**config.mk**
```make
export PLATFORM = sky130hd
export DESIGN_NAME = prog_loader
export DESIGN_NICKNAME = d
export VERILOG_FILES = /design/src/rtl/prog_loader_pkg.sv /design/src/rtl/prog_loader.sv
export SDC_FILE = /design/constraint.sdc
export NUM_CORES = 1
export LEC_CHECK = 0
export BUFFER_PORTS_ARGS = -buffer_cell sky130_fd_sc_hd__clkbuf_2
export CAP_MARGIN = 15
export CORE_MARGIN = 1.5
export CORE_UTILIZATION = 45
export CTS_BUF_LIST = sky130_fd_sc_hd__clkbuf_4 sky130_fd_sc_hd__clkbuf_8 sky130_fd_sc_hd__clkbuf_16
export DETAILED_ROUTE_END_ITERATION = 12
export GPL_ROUTABILITY_DRIVEN = 0
export PLACE_DENSITY = 0.67
export SLEW_MARGIN = 25
export SYNTH_ARGS = -nofsm -noshare
export SYNTH_HDL_FRONTEND = slang
export SYNTH_SLANG_ARGS = --single-unit
```
**constraint.sdc**
```tcl
create_clock -name clk -period 2.2 [get_ports clk]
set_clock_uncertainty 0.2 [all_clocks]
set_input_delay 0.44 -clock clk [delete_from_list [all_inputs] [get_ports clk]]
set_output_delay 0.44 -clock clk [all_outputs]
set_load 0.02 [all_outputs]
```
**src/rtl/prog_loader_pkg.sv**
```systemverilog
// Shared definitions for the program-image loader: FSM states and the
// byte-level layout of the image stream.
package prog_loader_pkg;

    typedef enum logic [2:0] {
        LEN_LO,
        LEN_HI,
        INS_LO,
        INS_HI,
        CSUM,
        DONE,
        ERR
    } state_t;

    localparam int         HDR_BYTES    = 2;
    localparam logic [7:0] HI_RSVD_MASK = 8'hFE;

endpackage

```
**src/rtl/prog_loader.sv**
```systemverilog
// Boot loader: parses a length-prefixed, XOR-checksummed byte stream into
// 9-bit instruction words and holds the core in reset until it verifies.
module prog_loader
    import prog_loader_pkg::*;
#(
    parameter int D = 12,
    parameter int W = 9
) (
    input  logic         clk,
    input  logic         reset,
    input  logic [7:0]   in_data,
    input  logic         in_valid,
    output logic         in_ready,
    output logic         imem_we,
    output logic [D-1:0] imem_addr,
    output logic [W-1:0] imem_data,
    output logic         core_reset,
    output logic         load_done,
    output logic         load_err
);

    state_t       r_state;
    state_t       w_next;
    logic [7:0]   r_len_lo;
    logic [15:0]  r_len;
    logic [7:0]   r_lo;
    logic [7:0]   r_csum;
    logic [D:0]   r_cnt;
    logic         r_we;
    logic [D-1:0] r_addr;
    logic [W-1:0] r_data;
    logic         r_done;
    logic         r_err;

    logic         w_recv;
    logic         w_acc;
    logic [15:0]  w_n;
    logic         w_len_ok;
    logic         w_hi_ok;
    logic         w_last;

    assign w_recv   = (r_state != DONE) && (r_state != ERR);
    // Gated by reset so nothing looks accepted while the block restarts.
    assign in_ready = w_recv && !reset;
    assign w_acc    = in_valid && in_ready;
    assign w_n      = {in_data, r_len_lo};
    assign w_len_ok = (w_n != 16'd0) && (32'(w_n) <= (32'd1 << D));
    assign w_hi_ok  = (in_data & HI_RSVD_MASK) == 8'h00;
    assign w_last   = (32'(r_cnt) + 32'd1) == 32'(r_len);

    always_ff @(posedge clk) begin
        if (reset) r_state <= LEN_LO;
        else       r_state <= w_next;
    end

    always_comb begin
        w_next = r_state;
        if (w_acc) begin
            case (r_state)
                LEN_LO:  w_next = LEN_HI;
                LEN_HI:  w_next = w_len_ok ? INS_LO : ERR;
                INS_LO:  w_next = INS_HI;
                INS_HI:  w_next = !w_hi_ok ? ERR : (w_last ? CSUM : INS_LO);
                CSUM:    w_next = (in_data == r_csum) ? DONE : ERR;
                default: w_next = r_state;
            endcase
        end
    end

    always_ff @(posedge clk) begin
        if (reset) begin
            r_len_lo <= '0;
            r_len    <= '0;
            r_lo     <= '0;
            r_csum   <= '0;
            r_cnt    <= '0;
            r_we     <= 1'b0;
            r_addr   <= '0;
            r_data   <= '0;
            r_done   <= 1'b0;
            r_err    <= 1'b0;
        end else begin
            r_we   <= 1'b0;
            r_done <= (w_next == DONE);
            r_err  <= (w_next == ERR);
            if (w_acc) begin
                // The checksum byte itself is compared, never folded in.
                if (r_state != CSUM) r_csum <= r_csum ^ in_data;
                case (r_state)
                    LEN_LO: r_len_lo <= in_data;
                    LEN_HI: r_len    <= w_n;
                    INS_LO: r_lo     <= in_data;
                    INS_HI: begin
                        if (w_hi_ok) begin
                            r_we   <= 1'b1;
                            r_addr <= r_cnt[D-1:0];
                            r_data <= W'({in_data[0], r_lo});
                            r_cnt  <= r_cnt + 1'b1;
                        end
                    end
                    default: ;
                endcase
            end
        end
    end

    assign imem_we    = r_we;
    assign imem_addr  = r_addr;
    assign imem_data  = r_data;
    // Reasserted combinationally so a mid-load reset holds the core at once.
    assign core_reset = reset || !r_done;
    assign load_done  = r_done;
    assign load_err   = r_err;

endmodule

```
# Word level (Yosys, flattened, before mapping)
# Index checks and enable logic that the tools add are counted.
[word_totals]
mem_bits_ro = 0
reg_bits = 80
wordCells = 51
ram_bits = 0
latchBits = 0
n_memories = 0
input_bits = 11
out_inout_bits = 26
[op_classes]
reduce_logical = 16
n_mux = 7
n_bitwise = 3
n_div = 0
mul = 0
add_sub_neg = 2
magnitude_cmp = 1
eq_ne = 11
shifts = 0
[ops]
columns = ["op", "n"]
rows = [
  ["equality test 14 x 16 -> 1 bit", 1],
  ["less-or-equal comparator 16 x 13 -> 1 bit, second input constant", 1],
  ["nonzero test 16 bit", 1],
  ["one-hot mux 3 bit (5 select lines)", 1],
  ["adder 13 x 1 -> 14 bit, second input constant", 1],
  ["adder 13 x 1 -> 13 bit, second input constant", 1],
  ["2-to-1 mux 3 bit", 4],
  ["equality test 3 bit, second input constant", 3],
  ["!= test 3 bit, second input constant", 3],
  ["equality test 8 bit", 1],
  ["zero test 8 bit", 1],
  ["AND reduction 2 bit", 4],
  ["XOR 8 bit", 1],
  ["equality test 3 x 2 -> 1 bit, second input constant", 2],
  ["logical AND 1 bit", 4],
  ["equality test 3 x 1 -> 1 bit, second input constant", 1],
  ["zero test 3 bit", 1],
  ["AND reduction 3 bit", 1],
  ["OR reduction 3 bit", 1],
  ["zero test 1 bit", 2],
  ["2-to-1 mux 2 bit", 1],
  ["inverter 1 bit", 2],
  ["logical OR 1 bit", 1],
  ["2-to-1 mux 1 bit", 1],
]

# Logic depth before layout (Yosys ltp)
[logic_depth]
depth_word = 7
depth_mapped = 10
mapped_depth_nobuf = 8

# Worst setup path before layout
# Ideal clock, no wire load.
[synth_path]
path_kind = "input-to-reg"
start = "in reset"
end = "reg r_err (netlist: load_err)"
cell_stages = 9
n_path_buf = 3
setup_time_ps = 73
t_arrival_ps = 2147
required_ps = 1927
setup_slack_ps = -220
cell_sequence = "buf_6 > or3b_1 > buf_2 > or3b_1 > buf_4 > a21o_1 > a31oi_1 > o31ai_1 > nor3b_2"
[synth_between]
elab_chain_cells = 5
[synth_rtl]
columns = ["element", "line_no", "source"]
rows = [
  ["start: declaration", "prog_loader.sv:10", "input logic reset,"],
  ["zero test 1 bit", "prog_loader.sv:44", "assign in_ready = w_recv && !reset;"],
  ["logical AND 1 bit", "prog_loader.sv:44", ""],
  ["logical AND 1 bit", "prog_loader.sv:45", "assign w_acc = in_valid && in_ready;"],
  ["2-to-1 mux 3 bit", "prog_loader.sv:58", "if (w_acc) begin"],
  ["equality test 3 bit", "prog_loader.sv:85", "r_err <= (w_next == ERR);"],
  ["end signal: assignment", "prog_loader.sv:85", ""],
  ["end: declaration", "prog_loader.sv:33", "logic r_err;"],
]
# Parallel ways exist; a longest one is shown, timed or not.
# A chain may end at the register's enable or synchronous reset.

# Worst setup path in the final report
[layout_path]
start = "reg r_cnt[1]"
end = "reg r_err (netlist: load_err)"
[layout_between]
elab_chain_cells = 7
[layout_rtl]
columns = ["element", "line_no", "source"]
rows = [
  ["start: declaration", "prog_loader.sv:28", "logic [D:0] r_cnt;"],
  ["start signal: assignment", "prog_loader.sv:98", "r_cnt <= r_cnt + 1'b1;"],
  ["adder 13 x 1 -> 14 bit", "prog_loader.sv:49", "assign w_last = (32'(r_cnt) + 32'd1) == 32'(r_len);"],
  ["equality test 14 x 16 -> 1 bit", "prog_loader.sv:49", ""],
  ["2-to-1 mux 3 bit (2 in series)", "prog_loader.sv:63", "INS_HI: w_next = !w_hi_ok ? ERR : (w_last ? CSUM : INS_LO);"],
  ["one-hot mux 3 bit (5 select lines)", "prog_loader.sv:59", "case (r_state)"],
  ["2-to-1 mux 3 bit", "prog_loader.sv:58", ""],
  ["equality test 3 bit", "prog_loader.sv:85", ""],
]
# Every way passes these cells.

==> reports/results.txt <==
status: complete, but fails checks
failing checks: negative setup slack
peak supply drop: 0.3296 mV
number of global-route vias before repair: 3145
clock power share: 0.389
CTS Hold Buffers Added: 0
H-tree depth: 3
crit path max fanout: 3
Rows: 32
largest net degree at the start of global routing: 59
Synth Flop Type: dfxtp_1
Via density: 5.209
Initial DRT Pass Iterations: 4
Final Routed Wirelength: 9104 um
Tcrit/Tclk final: 1.015
CP Launch Type: register
endpoints failing setup: 3
clock-pin slew on the worst setup and hold paths: 0.08 ns
hold_sp: imem_data[0]
GR Util met2: 0.3615
post-route DRC violation count: 0
clock root buffer: clkbuf_8
vias after detailed routing: 3271
Switching Share: 0.2517
Setup CP Type: reg2reg
Mapped Nets: 445
sequential share of the synthesized area: 0.4424
FFs w/ async S/R, synth: 0
global routing usage on met1: 0.2990
relative slew slack: 0.6013
GRT overflow: 0
clk buf depth: 2
ANT nets after route: 0
met3 Use GR: 0.04023
first-pass GRT wire length: 15030 um
smallest hold slack: 0.2541 ns
number of flops mapped to enable cells by yosys: 0
fin crit period: 2.234 ns
slowest stage cell on the critical path: or3_4
core footprint: 7767 um^2
Post-Syn Area: 3620 um^2
setup TNS: -0.06539 ns
CP Cell Sequence: buf_4, nand4_1, or3_4, a21o_1, a211o_1, nor4_2, o31ai_2, nor3b_2
cell internal pwr: 2140 uW
Hold EP: imem_data[0]
PnR worst setup slack: -0.03375 ns
CTS Buf Count: 9
PD cells: 604.2 nW/um^2
Mapped Avg Cell Area: 8.360 um^2
RSZ-0062 raised after global routing: yes
Max-Cap Viols: 0
Critical R2R Capture: load_err
CTS tree: yes
I/O pin count: 37
share of layout cells above drive strength 1: 0.3194
Starting Density: 0.4660
Synth warnings: 0
DR WL/cell: 14.50 um
antenna diode count: 0
library cells used by synthesis: 43
Comb pwr share: 0.088
Skew-Pair Late Insertion Delay: 0.35 ns
Reg2Reg Depth: 8
Inst Count DP: 608
Switch Pwr: 719.8 uW
die width: 92.69 um
GRT Total Usage: 0.2260
Max Transition Viols Final: 0
GRT Max-Usage Layer: met2
die height: 92.69 um
Reg power frac: 0.522
# nets final: 533
Post-DP HPWL: 6575 um
arrival time at the worst endpoint: 2.32 ns
die area: 8591 um^2
Starting DRT DRC Count: 197
area delta synth->final: 30.76%
pre-CTS setup slack: -0.3504 ns
final hold violations: 0
initial antenna violation count: 0
FF+latch count, synth: 80
Peak Freq: 447.7 MHz
CP Capture Type: register
Clock Sink Count: 80
leak pwr: 0.002019 uW
HP Class: reg2reg
CP Data Required Time: 2.29 ns
IO buf count: 36
crit-path max cell delay: 0.41 ns
reg2reg start: r_cnt[1]
Mapped Cells: 433
hold depth: 2
Worst-Margin Slew: 0.5980 ns
FF-to-FF setup slack: -0.03 ns
Non-Filler Instances: 628
state kept, by name, summed over array words and instances (netlist names):
| name | count |
|---|---|
| imem_data | 9 |
| r_cnt | 13 |
| r_len_lo | 8 |
| r_state | 3 |
| imem_addr | 12 |
| load_err | 1 |
| imem_we | 1 |
| load_done | 1 |
| r_lo | 8 |
| r_csum | 8 |
| r_len | 16 |
worst max path at each step:
stage                          start   endpoint  slack (ns)
after global routing        r_cnt[1]   load_err       -0.12
final                       r_cnt[1]   load_err       -0.03
after CTS                   r_cnt[0]  load_done       -0.11
after detailed placement  in_data[2]   r_cnt[3]       -0.35
after global placement    in_data[2]   r_cnt[3]       -0.28
after floorplan                reset   load_err       -0.22
cell usage in the layout, fill, tap and decap left out, types with 4 or more instances in the layout:
cell and n:
a21oi_1 39, buf_4 70, clkbuf_2 36, clkbuf_8 10, dfxtp_1 72, dfxtp_2 5, mux2i_1 24, nand2_1 70
nand3_1 13, nand3_2 4, nand4_1 5, nor2_1 50, nor3_1 6, nor4_1 4, o21ai_0 4, or3_1 5
xnor2_1 10, xor2_1 28
Yosys cell counts (3+ instances only):
cell	count	area [um^2]
o21ai_0	6	30.03
a31oi_1	3	18.77
nor4_1	8	50.05
buf_4	4	30.03
nand3_1	17	85.08
nor2_1	52	195.2
buf_2	6	30.03
xnor2_1	11	96.34
mux2i_1	24	240.2
inv_1	4	15.01
nor3_1	7	35.03
a211o_1	3	26.28
or3_1	6	37.54
xor2_1	28	245.2
clkbuf_1	21	78.83
or3b_1	3	26.28
and3_1	5	31.28
a21o_1	3	22.52
nand4_1	5	31.28
dfxtp_1	80	1602
nand2b_1	3	18.77
nand2_1	71	266.5
a21oi_1	39	195.2
kinds of logic after synthesis:
kind of cell,after synthesis,share of synthesized area
AND/OR/NAND/NOR,185,0.2344
flip-flops,80,0.4424
AO/OA/AOI/OAI,67,0.1103
XOR/XNOR,39,0.09437
buffers and inverters,37,0.04874
multiplexers,24,0.06637
adder cells (fa/ha/maj),1,0.003456
per-stage QoR:
stage | util | cell area, um^2 | power (uW)
after floorplan | - | 3700 | 1676
final | 0.6094 | 4733 | 2860
after global routing | 0.6094 | 4733 | 2969
after detailed placement | 0.5586 | 4339 | 1771
after CTS | 0.6015 | 4672 | 2882
after global placement | 0.5586 | 4339 | 1764
timing repair:
item	in CTS	in global routing
setup endpoints to repair	8	13
resized for setup	26	18
hold endpoints to repair	0	0
pin swaps	7	7
buffers inserted	3	1
cloned	0	0
per-layer routing:
layer / wire length [um] / vias up
li1: - / 1644
met1: 4409 / 1543
met2: 4185 / 67
met3: 290 / 17
met4: 218 / 0
met5: 0 / -
power groups by stage:
stage	logic (uW)	registers [uW]	clock network, uW
2_1_floorplan	150	1530	0
3_3_place_gp	235	1530	0
3_5_place_dp	240	1530	0
4_1_cts	251	1500	1130
5_1_grt	275	1500	1200
6_report	253	1490	1110
cell type report:
cell class	instances	area [um^2]
clock buffers	10	137.6
clock inverters	6	67.56
fillers	691	3034
inverters	4	17.52
multi-input cells	316	2004
flip-flops and latches	80	1619
well taps	102	127.6
repair buffers	110	759.5
worst max-delay path: cells and delay by family, from the launching register on:
kind                   cells  cell delay (ns)
and+or+nand+nor            4             0.89
buffers and inverters      1             0.11
AOI/OAI and AO/OA          3             0.59
DFF                        1             0.38
Note: power is estimated with default switching activity, not from simulation.
